## config.mk

```make
export PLATFORM = sky130hd
export DESIGN_NAME = dec_scan_nx
export DESIGN_NICKNAME = d
export VERILOG_FILES = /design/src/rtl/dec_scan_nx.sv
export SDC_FILE = /design/constraint.sdc
export NUM_CORES = 1
export LEC_CHECK = 0
export CAP_MARGIN = 20
export CORE_MARGIN = 8
export CORE_UTILIZATION = 40
export CTS_CLUSTER_DIAMETER = 80
export CTS_CLUSTER_SIZE = 8
export DETAILED_ROUTE_END_ITERATION = 16
export RECOVER_POWER = 50
export REMOVE_ABC_BUFFERS = 1
export SYNTH_ARGS = -nofsm -noshare
export SYNTH_HDL_FRONTEND = slang
export SYNTH_SLANG_ARGS = --single-unit
```

## constraint.sdc

```tcl
create_clock -name clk -period 5.3 [get_ports clk]
set_clock_uncertainty 0.1 [all_clocks]
set_input_delay 0.795 -clock clk [delete_from_list [all_inputs] [get_ports clk]]
set_output_delay 0.795 -clock clk [all_outputs]
set_load 0.05 [all_outputs]
```

## src/rtl/dec_scan_nx.sv

```systemverilog
`default_nettype none
// ============================================================================
//  Module      : dec_scan_nx
//  Description : Registered N-to-2^N one-hot decoder with enable, plus an
//                auto-scan mode that sweeps the active line with a
//                programmable dwell time (keypad strobing, LED digit mux).
//                Optional macro DEC_SCAN_BREAK_BEFORE_MAKE_EN inserts one
//                blank cycle before each new line in scan mode.
//  Revision    : 1.0 - initial release
// ============================================================================
module dec_scan_nx #(
    parameter int N     = 2,
    parameter int DWELL = 4,
    parameter int DW    = 8
) (
    input  logic                clk,
    input  logic                rst,
    input  logic [N-1:0]        I,
    input  logic                Enable,
    input  logic                Mode,
    input  logic                Load,
    output logic [(1<<N)-1:0]   D,
    output logic [N-1:0]        Idx,
    output logic                Valid,
    output logic                Wrap
);

    localparam int             c_lines      = 1 << N;
    localparam logic [DW-1:0]  c_dwell_last = DW'(DWELL - 1);
    localparam logic [N-1:0]   c_idx_last   = {N{1'b1}};

`ifdef DEC_SCAN_BREAK_BEFORE_MAKE_EN
    localparam bit             c_bbm        = 1'b1;
`else
    localparam bit             c_bbm        = 1'b0;
`endif

    if (N < 1 || DWELL < 1 || DW < 1 || DW < $clog2(DWELL)) begin : g_param_check
        $error("dec_scan_nx: illegal parameter combination");
    end

    typedef enum logic [1:0] {
        ST_IDLE   = 2'd0,
        ST_DIRECT = 2'd1,
        ST_SCAN   = 2'd2
    } state_t;

    state_t               r_state;
    logic [N-1:0]         r_idx;
    logic [DW-1:0]        r_cnt;
    logic [c_lines-1:0]   r_d;
    logic                 r_valid;
    logic                 r_wrap;
    logic                 r_pend;
    logic                 r_blank;

    state_t               w_nstate;
    logic [N-1:0]         w_idx_n;
    logic [DW-1:0]        w_cnt_n;
    logic                 w_pend_n;
    logic                 w_blank_n;
    logic                 w_show;
    logic                 w_wrap_n;
    logic                 w_advance;
    logic                 w_expire;
    logic [c_lines-1:0]   w_onehot;

    always_comb begin
        w_nstate = ST_IDLE;
        if (Enable) begin
            w_nstate = Mode ? ST_SCAN : ST_DIRECT;
        end
    end

    // A displayed scan cycle is counted on the edge that ends it, even when
    // that edge disables the block, so a paused line resumes with the
    // remaining dwell only. Blank cycles are never counted.
    assign w_expire  = (r_cnt == c_dwell_last);
    assign w_advance = (r_state == ST_SCAN) && !r_blank && !Load &&
                       (w_nstate != ST_DIRECT);

    always_comb begin
        w_idx_n   = r_idx;
        w_cnt_n   = r_cnt;
        w_pend_n  = r_pend;
        w_blank_n = 1'b0;
        w_show    = 1'b0;
        w_wrap_n  = 1'b0;

        if (w_advance) begin
            if (w_expire) begin
                w_cnt_n = '0;
                w_idx_n = r_idx + N'(1);
                if (r_idx == c_idx_last) begin
                    w_pend_n = 1'b1;
                end
            end else begin
                w_cnt_n = r_cnt + DW'(1);
            end
        end

        case (w_nstate)
            ST_IDLE: begin
                if (Load) begin
                    w_idx_n  = I;
                    w_pend_n = 1'b0;
                end
            end
            ST_DIRECT: begin
                w_cnt_n  = '0;
                w_pend_n = 1'b0;
                w_show   = 1'b1;
                if (Load) begin
                    w_idx_n = I;
                end
            end
            ST_SCAN: begin
                w_show = 1'b1;
                if (Load) begin
                    w_idx_n  = I;
                    w_cnt_n  = '0;
                    w_pend_n = 1'b0;
                    if (c_bbm && (r_state == ST_SCAN)) begin
                        w_show    = 1'b0;
                        w_blank_n = 1'b1;
                    end
                end else if (c_bbm && w_advance && w_expire) begin
                    w_show    = 1'b0;
                    w_blank_n = 1'b1;
                end
            end
            default: begin
                w_show = 1'b0;
            end
        endcase

        // Wrap is held pending until line 0 is actually shown, which covers
        // both the blank cycle and a disable landing on the wrapping step.
        if (w_show && w_pend_n) begin
            w_wrap_n = 1'b1;
            w_pend_n = 1'b0;
        end
    end

    always_comb begin
        w_onehot = '0;
        for (int k = 0; k < c_lines; k++) begin
            w_onehot[k] = (w_idx_n == N'(k));
        end
    end

    always_ff @(posedge clk) begin
        if (rst) begin
            r_state <= ST_IDLE;
            r_idx   <= '0;
            r_cnt   <= '0;
            r_d     <= '0;
            r_valid <= 1'b0;
            r_wrap  <= 1'b0;
            r_pend  <= 1'b0;
            r_blank <= 1'b0;
        end else begin
            r_state <= w_nstate;
            r_idx   <= w_idx_n;
            r_cnt   <= w_cnt_n;
            r_d     <= w_show ? w_onehot : '0;
            r_valid <= w_show;
            r_wrap  <= w_wrap_n;
            r_pend  <= w_pend_n;
            r_blank <= w_blank_n;
        end
    end

    assign D     = r_d;
    assign Idx   = r_idx;
    assign Valid = r_valid;
    assign Wrap  = r_wrap;

endmodule
`default_nettype wire

```

== Word-level counts from Yosys, hierarchy flattened ==
Index checks and enable logic that the tools add are counted.
Widths: inputs -> output; s select.
Storage, ports and cells
  word-level logic and storage cells: 47
  output and inout bits: 8
  register bits after elaboration: 19
Operators by class
  bitwise logic cells: 1
  equal/unequal tests: 9
  multiplexer cells: 17
  reductions and logical operators: 11
  add/subtract/negate cells: 2
Operators with widths (number)
  $mux 8: 3
  $pmux 8 s2: 1
  $mux 2: 6
  $eq 2x2->1 const B: 5
  $add 8x1->8 const B: 1
  $eq 8x2->1 const B: 1
  $reduce_or 2->1: 4
  $mux 1: 6
  $eq 2x1->1 const B: 2
  $logic_not 2->1: 2
  $logic_and 1x1->1: 3
  $reduce_or 3->1: 1
  $add 2x1->2 const B: 1
  $ne 2x1->1 const B: 1
  $pmux 1 s2: 1
  $logic_not 1->1: 1
  $not 1->1: 1

== Depth between registers and ports, before layout ==
  depth after elaboration: 9
  depth in mapped cells: 7
  depth with buffers taken out: 6

== Worst setup path after synthesis ==
Ideal clock, no wire load.
  kind: input to register
  start point: input port Load
  end point: register r_d[2], in the netlist D[2]
  path buffers: 1
  arrival: 1725 ps
  slack: 3388 ps
  cell stages on the path: 6
  cell sequence: inv_1 and3_1 buf_6 nand3_2 a31o_4 nor4b_4
On the way
  word-level cells in the longest chain between the ends: 7
Ends and longest elaborated chain
  start, declared: RTL line 21  | input logic Load,
  $logic_not 1->1: RTL line 79  | assign w_advance = (r_state == ST_SCAN) && !r_blank && !Load &&
  $logic_and 1x1->1 (2 in a row): RTL line 79
  $mux 2: RTL line 90  | if (w_advance) begin
  $mux 2: RTL line 104, 113, 119
  $mux 2 *
  $eq 2x2->1 *: RTL line 148  | w_onehot[k] = (w_idx_n == N'(k));
  end signal, assigned: RTL line 166  | r_d <= w_show ? w_onehot : '0;
  end, declared: RTL line 51  | logic [c_lines-1:0] r_d;
Every way passes the cells marked *; elsewhere a longest branch is shown, timed or not.
A chain may end at the register's enable or synchronous reset.

== Final worst setup path ==
Same ends and word-level chain as after synthesis.

==> flow_metrics.env <==
export IMPL_grt_remaining_overflow=0
export IMPL_cellPowerDensity_nw_per_um2=248
export IMPL_synth_mux_area_frac=0.0119
export IMPL_cts_made_buffers=3
export IMPL_yosysSeqAreaShare=0.454
export IMPL_via_count=594
export IMPL_setup_viol=0
export IMPL_cts_setup_buffers=0
export IMPL_outcome="finished, final reports clean"
export IMPL_syn_inst=82
export IMPL_drtAntennaViolNets=0
export IMPL_num_io_pins=15
export IMPL_yosysTopAreaCellShare=0.454
export IMPL_worstMarginPinSlew_ps=720
export IMPL_cpLargestDelayFamily="buffers and inverters"
export IMPL_area_growth_pct=21.9
export IMPL_grt_pass1_wl_microns=2620
export IMPL_synth_edf_count=0
export IMPL_cts_resized=0
export IMPL_clock_latency_ps=300
export IMPL_synth_compound_area_share=0.0851
export IMPL_hold_class="flip-flop to flip-flop"
export IMPL_yosysWarningCount=0
export IMPL_place_inst=122
export IMPL_final_cell_count_no_fill=126
export IMPL_hold_buffers=0
export IMPL_finish_net_count=109
export IMPL_post_route_drc_count=0
export IMPL_dp_hpwl_microns=1190
export IMPL_slew_headroom=0.515
export IMPL_htreeDepth=1
export IMPL_synth_flop_cell="dfxtp_1"
export IMPL_fp_dieH_microns=61.8
export IMPL_layout_drive_gt1_share=0.121
export IMPL_yosys_area_top_type="dfxtp_1"
export IMPL_core_sq_um=1960
export IMPL_wl_per_cell_microns=12.0
export IMPL_yosys_register_bits=19
export IMPL_syn_area_per_cell_sq_um=10.2
export IMPL_rows=16
export IMPL_slowest_stage="dlygate4sd3_1"
export IMPL_antennaDiodeCount=0
export IMPL_cap_violations=0
export IMPL_fin_crit_sh=0.465
export IMPL_worstSetupStartpointType="primary input"
export IMPL_layout_common_cells="19 x dfxtp_1, 13 x nor2_1, 7 x nand3_1, 7 x dlygate4sd3_1, 7 x clkdlybuf4s50_1"
export IMPL_critPathMaxFanout=7
export IMPL_die_area_sq_um=3820
export IMPL_synthDistinctLibCells=32
export IMPL_fin_setup_tns_ps=0
export IMPL_worstPathArrival_ps=2590
export IMPL_port_buffers=14
export IMPL_via_per_inst=4.71
export IMPL_mostFrequentLayoutCell="dfxtp_1"
export IMPL_worstSetupPathType="primary input to flip-flop"
export IMPL_grt_pass1_vias=577
export IMPL_finalHoldViolCount=0
export IMPL_rsz0062_at_grt="no"
export IMPL_clockBufferDepth=2
export IMPL_path_buf_inv=2
export IMPL_initial_core_util=0.427
export IMPL_cts_tree="yes"
export IMPL_finalMaxSlewViolations=0
export IMPL_antenna_found_initial=0
export IMPL_crit_chain="dlygate4sd3_1, inv_1, and3_1, nand3_1, a31o_4, nor4b_4"
export IMPL_p_total_w=0.000254
export IMPL_power_leakage_nw=0.403
export IMPL_peakVddDrop_mv=0.129
export IMPL_syn_area_sq_um=838
export IMPL_clock_sinks=19
export IMPL_synth_adder_area_share=0.0299
export IMPL_cts_clk_slew_worst_paths_ps=110
export IMPL_drtIter0Drc=6
export IMPL_grt_usage=0.0947
export IMPL_synthArstFlopShare=0
export IMPL_clock_fmax_mhz=406
export IMPL_fin_crit_ps=2460
export IMPL_drt_pre_antenna_iters=4
export IMPL_post_synth_main_area_contributors="dfxtp_1 45%, nor2_1 5.8%, xor2_1 4.2%, nand3_1 3.6%, xnor2_1 3.1%"
export IMPL_worstSetupEndpointType="flip-flop"
export IMPL_place_congestion=0.754
export IMPL_slowest_delay_ps=660
export IMPL_die_w_microns=61.8
export IMPL_synthXorXnorAreaFrac=0.0731
export IMPL_clock_root_buffer="clkbuf_4"
export IMPL_synth_top_family_by_area="simple AND/OR/NAND/NOR gates"
export IMPL_grt_max_degree=11
export IMPL_wirelength_microns=1510
export IMPL_yosys_area_share_simple=0.319
export IMPL_cp_required_ps=5420
[tightest hold or removal path, stage by stage, from the launching register on]
cell     delay, ps
dfxtp_1        380
xor2_1          80
nor2_1          70
[cells in the mapped netlist, types with 2 or more instances]
cell type and count:
xor2_1 4, nand2b_1 3, nor3_1 4, ha_1 2
dfxtp_1 19, and3_2 2, inv_1 3, nor2_1 13
nor4_1 2, nand3_1 6, xnor2_1 3
[registers in the layout, indices dropped and copies added, names as in the netlist]
signal and count:
r_pend 1, r_cnt 8, Wrap 1, Valid 1, Idx 2, D 4, r_state 2
[layer usage]
layer | vias to the layer above | GRT usage | wire length [microns] | share of wire
met1 | 258 | 0.120 | 764 | 0.51
met4 | 0 | 0.0487 | 31 | 0.021
met3 | 4 | 0.0412 | 100 | 0.066
li1 | 320 | - | - | -
met2 | 12 | 0.131 | 616 | 0.41
met5 | - | 0 | 0 | 0
[per-stage QoR]
step / hold slack, ps / instance area [sq um] / setup WS [ps] / utilization
floorplan: 401 / 827 / 3350 / -
global placement: 435 / 1000 / 2610 / 0.510
detailed placement: 440 / 1000 / 2570 / 0.510
CTS: 462 / 1030 / 2880 / 0.524
global route: 498 / 1020 / 2670 / 0.521
finish: 458 / 1020 / 2840 / 0.521
[worst paths after layout]
kind | startpoint | endpoint | slack, ps | depth (start not counted)
worst max-delay path | Load | D[2] | 2840 | 6
worst min-delay path | r_cnt[6] | r_cnt[6] | 460 | 2
worst max register to register | r_cnt[0] | D[2] | 3460 | 6
worst min register to register | r_cnt[6] | r_cnt[6] | 460 | 2
[power by group]
part | leakage [nW] | internal (W) | switching (W)
Combinational | 0.234 | 0.0000140 | 0.0000210
Clock | 0.0150 | 0.0000293 | 0.0000421
Sequential | 0.154 | 0.000146 | 0.00000159
Total | 0.403 | 0.000189 | 0.0000647
[layout make-up]
class | instances | area (sq um)
tap | 27 | 33.8
sequential | 19 | 380
multi-input combinational | 59 | 430
fill | 189 | 940
inverter | 3 | 11.3
timing repair buffer | 14 | 140
clock buffer | 4 | 26.3
[cell families after synthesis]
family / count (synthesis)
and+or+nand+nor: 42
DFF: 19
AOI/OAI and AO/OA: 7
xor gates and xnor gates: 7
buffers and inverters: 4
adders and majority gates: 2
muxes: 1
No activity file was read; power rests on OpenSTA's default activity.
